### src/rtl/ber_counter_pkg.sv
// Shared definitions for the BER checker: FSM state encoding and default sizing.
package ber_counter_pkg;

  localparam int NB_DELAY_DEF = 9;
  localparam int NB_CNT_DEF   = 64;
  localparam int WIN_DEF      = 511;
  localparam int LOSS_THR_DEF = 64;

  typedef enum logic [1:0] {
    ST_FILL   = 2'd0,
    ST_SEARCH = 2'd1,
    ST_LOCKED = 2'd2
  } ber_state_e;

endpackage

### src/rtl/ber_delay_line.sv
// Reference-bit history with a selectable tap; tap 0 is the incoming bit itself,
// tap k is the bit shifted in k strobes earlier.
module ber_delay_line #(
  parameter int NB_DELAY = 9
) (
  input  logic                clock,
  input  logic                i_reset,
  input  logic                i_shift,
  input  logic                i_bit,
  input  logic [NB_DELAY-1:0] i_sel,
  output logic                o_tap
);

  localparam int DEPTH = 2 ** NB_DELAY;

  // Only DEPTH-1 past bits need storage because tap 0 comes straight from i_bit.
  logic [DEPTH-2:0] sr_q, sr_d;
  logic [DEPTH-1:0] taps;

  always_comb begin
    sr_d = sr_q;
    if (i_shift) sr_d = {sr_q[DEPTH-3:0], i_bit};
  end

  always_ff @(posedge clock) begin
    if (i_reset) sr_q <= '0;
    else         sr_q <= sr_d;
  end

  assign taps  = {sr_q, i_bit};
  assign o_tap = taps[i_sel];

endmodule

### src/rtl/ber_counter.sv
// BER checker: fills the reference history, searches for the TX->RX latency one
// window at a time, then locks and accumulates bit/error counts until lock is lost.
module ber_counter
  import ber_counter_pkg::*;
#(
  parameter int NB_DELAY = NB_DELAY_DEF,
  parameter int NB_CNT   = NB_CNT_DEF,
  parameter int WIN      = WIN_DEF,
  parameter int LOSS_THR = LOSS_THR_DEF
) (
  input  logic                clock,
  input  logic                i_reset,
  input  logic                i_enable,
  input  logic                i_valid,
  input  logic                i_ref_bit,
  input  logic                i_rx_bit,
  output logic                o_locked,
  output logic [NB_DELAY-1:0] o_latency,
  output logic [NB_CNT-1:0]   o_bit_count,
  output logic [NB_CNT-1:0]   o_err_count
);

  localparam int NB_WIN = $clog2(WIN + 1);

  ber_state_e        state_q, state_d;
  logic [NB_DELAY-1:0] fill_q, fill_d;
  logic [NB_DELAY-1:0] lat_q, lat_d;
  logic [NB_WIN-1:0]   win_cnt_q, win_cnt_d;
  logic [NB_WIN-1:0]   win_err_q, win_err_d;
  logic [NB_CNT-1:0]   bit_q, bit_d;
  logic [NB_CNT-1:0]   err_q, err_d;
  logic                locked_q, locked_d;

  logic              event_w;
  logic              tap;
  logic              mismatch;
  logic              win_end;
  logic [NB_WIN-1:0] win_err_inc;

  assign event_w = i_enable & i_valid;

  ber_delay_line #(.NB_DELAY(NB_DELAY)) u_delay (
    .clock   (clock),
    .i_reset (i_reset),
    .i_shift (event_w),
    .i_bit   (i_ref_bit),
    .i_sel   (lat_q),
    .o_tap   (tap)
  );

  assign mismatch    = i_rx_bit ^ tap;
  assign win_err_inc = win_err_q + NB_WIN'(mismatch);
  assign win_end     = (win_cnt_q == NB_WIN'(WIN - 1));

  always_comb begin
    state_d   = state_q;
    fill_d    = fill_q;
    lat_d     = lat_q;
    win_cnt_d = win_cnt_q;
    win_err_d = win_err_q;
    bit_d     = bit_q;
    err_d     = err_q;
    locked_d  = locked_q;
    if (event_w) begin
      unique case (state_q)
        ST_FILL: begin
          if (fill_q == '1) begin
            state_d   = ST_SEARCH;
            lat_d     = '0;
            win_cnt_d = '0;
            win_err_d = '0;
          end else begin
            fill_d = fill_q + NB_DELAY'(1);
          end
        end
        ST_SEARCH: begin
          win_cnt_d = win_cnt_q + NB_WIN'(1);
          win_err_d = win_err_inc;
          if (win_end) begin
            win_cnt_d = '0;
            win_err_d = '0;
            if (win_err_inc == '0) begin
              state_d  = ST_LOCKED;
              locked_d = 1'b1;
            end else begin
              lat_d = lat_q + NB_DELAY'(1);
            end
          end
        end
        ST_LOCKED: begin
          // Both counters freeze together once the bit count saturates.
          if (bit_q != '1) begin
            bit_d = bit_q + NB_CNT'(1);
            err_d = err_q + NB_CNT'(mismatch);
          end
          win_cnt_d = win_cnt_q + NB_WIN'(1);
          win_err_d = win_err_inc;
          if (win_end) begin
            win_cnt_d = '0;
            win_err_d = '0;
            if (win_err_inc >= NB_WIN'(LOSS_THR)) begin
              state_d  = ST_SEARCH;
              lat_d    = '0;
              bit_d    = '0;
              err_d    = '0;
              locked_d = 1'b0;
            end
          end
        end
        default: state_d = ST_FILL;
      endcase
    end
  end

  always_ff @(posedge clock) begin
    if (i_reset) begin
      state_q   <= ST_FILL;
      fill_q    <= '0;
      lat_q     <= '0;
      win_cnt_q <= '0;
      win_err_q <= '0;
      bit_q     <= '0;
      err_q     <= '0;
      locked_q  <= 1'b0;
    end else begin
      state_q   <= state_d;
      fill_q    <= fill_d;
      lat_q     <= lat_d;
      win_cnt_q <= win_cnt_d;
      win_err_q <= win_err_d;
      bit_q     <= bit_d;
      err_q     <= err_d;
      locked_q  <= locked_d;
    end
  end

  assign o_locked    = locked_q;
  assign o_latency   = lat_q;
  assign o_bit_count = bit_q;
  assign o_err_count = err_q;

endmodule

### config.mk
export PLATFORM = sky130hd
export DESIGN_NAME = ber_counter
export DESIGN_NICKNAME = d
export VERILOG_FILES = /design/src/rtl/ber_counter_pkg.sv /design/src/rtl/ber_delay_line.sv /design/src/rtl/ber_counter.sv
export SDC_FILE = /design/constraint.sdc
export NUM_CORES = 2
export LEC_CHECK = 0
export ABC_CLOCK_PERIOD_IN_PS = 8600
export BUFFER_PORTS_ARGS = -buffer_cell sky130_fd_sc_hd__buf_2
export CAP_MARGIN = 20
export CORE_MARGIN = 2
export CORE_UTILIZATION = 50
export CTS_BUF_LIST = sky130_fd_sc_hd__clkbuf_16
export DETAILED_ROUTE_END_ITERATION = 12
export PLACE_DENSITY = 0.67
export SETUP_SLACK_MARGIN = 0.1
export SLEW_MARGIN = 10
export SYNTH_ARGS = -nofsm -noshare
export SYNTH_HDL_FRONTEND = slang
export SYNTH_HIERARCHICAL = 1
export SYNTH_SLANG_ARGS = --single-unit
### constraint.sdc
create_clock -name clock -period 8.6 [get_ports clock]
set_clock_uncertainty 0.2 [all_clocks]
set_input_delay 0.43 -clock clock [delete_from_list [all_inputs] [get_ports clock]]
set_output_delay 0.43 -clock clock [all_outputs]
set_load 0.1 [all_outputs]
# Word level (Yosys, flattened, before mapping)

Cells that the tools add are included.

Reductions and logical operators: 12
Bitwise gates (word level): 3
Magnitude comparators: 2
$add $sub $neg: 6
Equal/unequal tests: 11
Mux-type cells: 29

Operator list:

| operator                                             | number |
|---|---|
| 2-to-1 mux 64 bit                                    | 6 |
| adder 64 x 1 -> 64 bit                               | 1 |
| adder 64 x 1 -> 64 bit (second input constant)       | 1 |
| inequality test 64 bit (second input constant)       | 1 |
| 2-to-1 mux 9 bit                                     | 7 |
| case mux 9 bit (2 select lines)                      | 2 |
| adder 9 x 1 -> 9 bit (second input constant)         | 3 |
| case mux 9 bit (3 select lines)                      | 1 |
| equality test 9 bit (second input constant)          | 2 |
| inequality test 2 bit (second input constant)        | 6 |
| AND reduction 6 bit                                  | 2 |
| < comparator 9 x 10 -> 1 bit (second input constant) | 1 |
| 2-to-1 mux 2 bit                                     | 5 |
| adder 9 x 1 -> 9 bit                                 | 1 |
| binary-select mux 1 bit (select 9 bit)               | 1 |
| >= comparator 9 x 7 -> 1 bit (second input constant) | 1 |
| logical NOT 9 bit                                    | 1 |
| AND reduction 7 bit                                  | 1 |
| case mux 2 bit (3 select lines)                      | 1 |
| AND reduction 3 bit                                  | 2 |
| 2-to-1 mux 1 bit                                     | 5 |
| nonzero test 2 bit                                   | 2 |
| nonzero test 3 bit                                   | 1 |
| equality test 2 x 1 -> 1 bit (second input constant) | 1 |
| other kinds (8)                                      | 8 |

Output and inout bits: 138
Bits in registers: 678
Logic and storage cells: 72

# Depth between registers and ports, before layout

Depth in word-level cells: 8
Mapped depth: 23
Mapped depth without buffers: 16

# Cells and area by module

The synthesis kept the hierarchy.

Modules (own cells, without submodules):

| module         | cells each | area each (µm²) | times used | seq. area each (µm²) |
|---|---|---|---|---|
| ber_delay_line | 2084       | 22182.5         | 1          | 10229.8 |
| ber_counter    | 1051       | 8521.9          | 1          | 3343.2 |

# Worst setup path before layout

Ideal clock, no wire load.

Path kind: reg-to-reg
Start: register lat_q[0], in the netlist o_latency[0]
End: register lat_q[8], in the netlist o_latency[8]
Required time: 8.329 ns
Period minus slack after synthesis: 5.630 ns
Path buffers: 4
Path slack: 2.970 ns
Cell stages (with the launch flop): 20
Library setup time: 0.071 ns
Arrival: 5.359 ns
Cells stage by stage: dfxtp_1 buf_6 buf_12 buf_2 mux4_2 o22ai_1 nor2_1 o41a_1 nand3_1 nand4_1 xor2_1 ha_1 ha_1 and4_1 a2111o_1 and4_1 clkbuf_1 o31ai_1 o21ai_0 a21oi_1

Longest elaborated chain between the ends: 7
Elaborated cells between the ends (all ways): 13
Those cells by class: 2 x add/sub; 1 x order compare; 2 x eq/ne; 5 x mux; 1 x bitwise; 2 x reduce/logical

Ends and longest elaborated chain:

| element                                                           | line                                  | source |
|---|---|---|
| start: declaration                                                | ber_counter.sv:27                     | `logic [NB_DELAY-1:0] lat_q, lat_d;` |
| start signal: assignment                                          | ber_counter.sv:128                    | `lat_q <= lat_d;` |
| binary-select mux 1 bit (select 9 bit) (*)                        | ber_delay_line.sv:31                  | `assign o_tap = taps[i_sel];` |
| 2-to-1 mux 1 bit (not written as such) (*)                        | ber_delay_line.sv:31                  |  |
| via tap                                                           | ber_counter.sv:35                     | `logic tap;` |
| XOR 1 bit (*)                                                     | ber_counter.sv:51                     | `assign mismatch = i_rx_bit ^ tap;` |
| adder 9 x 1 -> 9 bit (*)                                          | ber_counter.sv:52                     | `assign win_err_inc = win_err_q + NB_WIN'(mismatch);` |
| >= comparator 9 x 7 -> 1 bit or logical NOT 9 bit (tied branches) | ber_counter.sv:101, ber_counter.sv:82 |  |
| inequality test 2 bit (no line)                                   | n/a                                   |  |
| AND reduction 7 bit (no line) (*)                                 | n/a                                   |  |

The timed path passes the listed nets; every way through them passes the cells marked *. The select of a mux whose other input is x is not followed.
A chain may end at the register's enable or synchronous reset.

# Worst setup path in the final report

Start: register lat_q[1], in the netlist o_latency[1]
End: register err_q[48], in the netlist o_err_count[48]

Longest elaborated chain between the ends: 7
Elaborated cells between the ends (all ways): 9
Those cells by class: 2 x add/sub; 1 x order compare; 5 x mux; 1 x bitwise

Ends and longest elaborated chain:

| element                                                           | line                                  | source |
|---|---|---|
| binary-select mux 1 bit (select 9 bit) (*)                        | ber_delay_line.sv:31                  |  |
| 2-to-1 mux 1 bit (not written as such) (*)                        | ber_delay_line.sv:31                  |  |
| via tap                                                           | ber_counter.sv:35                     |  |
| XOR 1 bit (*)                                                     | ber_counter.sv:51                     |  |
| adder 9 x 1 -> 9 bit or adder 64 x 1 -> 64 bit (tied branches)    | ber_counter.sv:52, ber_counter.sv:94  |  |
| >= comparator 9 x 7 -> 1 bit or 2-to-1 mux 64 bit (tied branches) | ber_counter.sv:101, ber_counter.sv:92 |  |
| 2-to-1 mux 64 bit                                                 | ber_counter.sv:101                    | `if (win_err_inc >= NB_WIN'(LOSS_THR)) begin` |
| 2-to-1 mux 64 bit (*)                                             | ber_counter.sv:98                     | `if (win_end) begin` |
| end signal: assignment                                            | ber_counter.sv:132                    | `err_q <= err_d;` |
| end: declaration                                                  | ber_counter.sv:31                     | `logic [NB_CNT-1:0] err_q, err_d;` |

Marks and branches as above.

==> flow_summary.toml <==
[timing]
final.period_utilization = 0.820
rsz0062_at_grt = "false"
post-route-min-period_ns = 7.05
worstMarginPinSlew_ns = 1.12
timing.final.hold_violations = 0
slew_headroom = 0.250
final_max_slew_viol_count = 0
report.final.setup_viol = 0
max_freq_mhz = 142
tns_ns = 0
worst_slack_ns = 1.55

[setup_path]
worst_ep_required_time_ns = 8.86
worst-path-max-fanout = 62
setup.worst_path.end_class = "flip-flop"
worst_setup_path_type = "flip-flop to flip-flop"
startpoint_type = "flip-flop"
data_arrival_time_at_the_worst_slack_endpoint_ns = 7.31

[clock_network]
post-cts-setup-buffer-count = 0
numClockSinks = 678
clock_latency_ns = 0.63
clk_path_buf_depth = 3
cts_hold_buffers = 1
post_cts_resize_count = 0
h-tree-depth = 3
cts.clk_slew.worst_paths_ns = 0.06
clock_tree.root_cell = "sky130_fd_sc_hd__clkbuf_16"
clock_tree_from_tritoncts = "yes"
cts_buffers = 73

[placement]
dpl-instance-area_sq_mm = 0.0317
gp_routability_congestion = 0.859
post_placement_setup_slack_ns = 1.56
quantity_of_i_o_buffers_inserted_on_ports = 143
hpwlAfterDp_microns = 47000

[logic_synthesis]
synth_area_per_cell_sq_um = 9.79
async_flop_share = 0
synth_edf_count = 0
synth_top_cell_area_share = 0.442
synth.most_common_cell = "sky130_fd_sc_hd__dfxtp_1"
post_synth_most_frequent_cells = "sky130_fd_sc_hd__dfxtp_1 (678), sky130_fd_sc_hd__nor2_1 (634), sky130_fd_sc_hd__mux2i_1 (632)"
synth_top_cell_by_area = "sky130_fd_sc_hd__dfxtp_1"
yosys.cell_types.count = 67
synthTopCellsByArea = "sky130_fd_sc_hd__dfxtp_1 (44%), sky130_fd_sc_hd__mux2i_1 (21%), sky130_fd_sc_hd__nor2_1 (7.8%), sky130_fd_sc_hd__mux4_2 (5.1%), sky130_fd_sc_hd__a21oi_1 (2.0%)"
ys_ff_latch = 678
syn_nets = 3155
ys_seq_area_frac = 0.442
synth_area_sq_mm = 0.0307
synth_top_flop_cell = "sky130_fd_sc_hd__dfxtp_1"
syn-instance-count = 3135
yosys_warnings = 6

[min_path]
timing.hold.worst.class = "primary input to flip-flop"

[floorplan]
placement_rows = 90
num_io_pins = 144
die_y_microns = 252
effective_utilization_at_floorplan = 0.507
die_area_sq_mm = 0.0634
core_area_sq_mm = 0.0606
die_w_microns = 252

[finish]
nNetsFinal = 3189
post_route_cells_drive_above_1_share = 0.116
finalInstanceArea_sq_mm = 0.0341
postLayoutCoreUtil = 0.563
area.growth.synth_to_final_pct = 11.0
diodes = 0

[outcome]
run_status = "completed"

[route]
route.final.wire_length_microns = 73800
dr_total_vias = 23600
route.detailed.drc = 0
avgRoutedWirePerCell_microns = 18.4
detail_route.vias_per_cell = 5.89
violation_count_after_the_first_detailed_route_iteration = 1939
first_pass_iters = 5
final_antenna_net_count = 0

[grt]
grt_first_pass_wirelength_microns = 120000
largest_net_degree_at_the_start_of_global_routing = 151
grt.total_usage = 0.229
globalRoute.totalOverflow = 0
grt_antenna_before_repair = 0
via_count_of_the_first_global_routing_pass = 22700

[power]
p_leak_nw = 12.1
design_power_total_mw = 6.41
power.ir.vdd_worst_uv = 157
pwr_per_cell_area_mw_per_mm2 = 188

[flow_run]
cap_violations = 0
[area by class of cell]
class | count | area (sq um)
fillers | 5257 | 26500
multi-input cells | 2212 | 16000
flip-flops and latches | 678 | 13600
clock buffers | 74 | 1850
repair buffers | 179 | 1050
well taps | 782 | 978
clock inverters | 59 | 513
inverters | 25 | 101
[path summary, 6_finish.rpt]
check	start	end	slack, ns	cells past startpoint
setup / recovery	o_latency[1]$_SDFFE_PP0P_	o_err_count[48]$_SDFFE_PP0P_	1.55	17
hold / removal	i_reset	win_err_q[3]$_SDFFE_PP0P_	0.09	2
setup reg to reg	o_latency[1]$_SDFFE_PP0P_	o_err_count[48]$_SDFFE_PP0P_	1.55	17
hold reg to reg	win_cnt_q[8]$_SDFFE_PP0P_	win_cnt_q[8]$_SDFFE_PP0P_	0.29	2
[power by group]
group | switching [mW] | total (mW) | internal (mW)
logic | 0.114 | 0.177 | 0.0625
registers | 0.000872 | 3.14 | 3.14
clock network | 1.28 | 3.09 | 1.81
total | 1.40 | 6.41 | 5.01
[flip-flops by register name (all words and copies together), names as in the netlist]
register,flops
o_bit_count,64
o_locked,1
o_latency,9
win_err_q,9
o_err_count,64
fill_q,9
state_q,2
win_cnt_q,9
u_delay/sr_q,511
[placed cells by master (no fill, tap or decap), drive strengths merged, types with 10 or more instances in the layout]
master,instances
clkbuf,74
o21ai,58
o221ai,58
mux2i,632
or4,53
nor4,22
dfxtp,678
nand3,56
nor2,634
and3,25
nand2,86
a21oi,123
nor3,22
o22ai,31
and4,17
xor2,37
clkinv,31
and2,10
or3,42
o211ai,21
mux4,72
nand4,56
buf,178
ha,14
o31ai,46
inv,44
xnor2,14
[per-stage QoR]
step	hold slack (ns)	instances
3_5_place_dp	0.284	3872
5_1_grt	0.171	4009
3_3_place_gp	0.267	3872
6_report	0.0928	4009
2_1_floorplan	0.248	3135
4_1_cts	0.147	4006
[worst max-delay path: stages, from the launching register on]
cell	delay, ns
sky130_fd_sc_hd__dfxtp_4	0.82
sky130_fd_sc_hd__nand2_2	0.65
sky130_fd_sc_hd__buf_4	0.47
sky130_fd_sc_hd__o221ai_1	0.26
sky130_fd_sc_hd__o22ai_1	0.14
sky130_fd_sc_hd__o311ai_1	0.44
sky130_fd_sc_hd__o211ai_1	0.15
sky130_fd_sc_hd__a221o_1	0.38
sky130_fd_sc_hd__nand4_1	0.21
sky130_fd_sc_hd__xor2_1	0.34
sky130_fd_sc_hd__ha_1	0.26
sky130_fd_sc_hd__ha_1	0.25
sky130_fd_sc_hd__and4_1	0.30
sky130_fd_sc_hd__a2111o_1	0.17
sky130_fd_sc_hd__and4_1	0.41
sky130_fd_sc_hd__a21o_4	0.60
sky130_fd_sc_hd__buf_4	0.66
sky130_fd_sc_hd__a21oi_1	0.11
[routing by layer]
metal	global-route usage	part of all wire	vias to the layer above
li1	-	-	11400
met1	0.294	0.44	11500
met2	0.385	0.48	558
met3	0.0389	0.051	132
met4	0.0864	0.031	0
met5	0	0	-
[cells by family (layout without fill, tap and decap cells)]
| kind of cell | after synthesis | in the layout | synth area share |
|---|---|---|---|
| and+or+nand+nor | 1049 | 1049 | 0.157 |
| adders and majority gates | 14 | 14 | 0.00571 |
| DFF | 678 | 678 | 0.442 |
| muxes | 707 | 707 | 0.260 |
| AOI/OAI and AO/OA | 391 | 391 | 0.0835 |
| xor gates and xnor gates | 51 | 51 | 0.0145 |
| buffers and inverters | 245 | 337 | 0.0374 |
No activity file was read; power rests on OpenSTA's default activity.
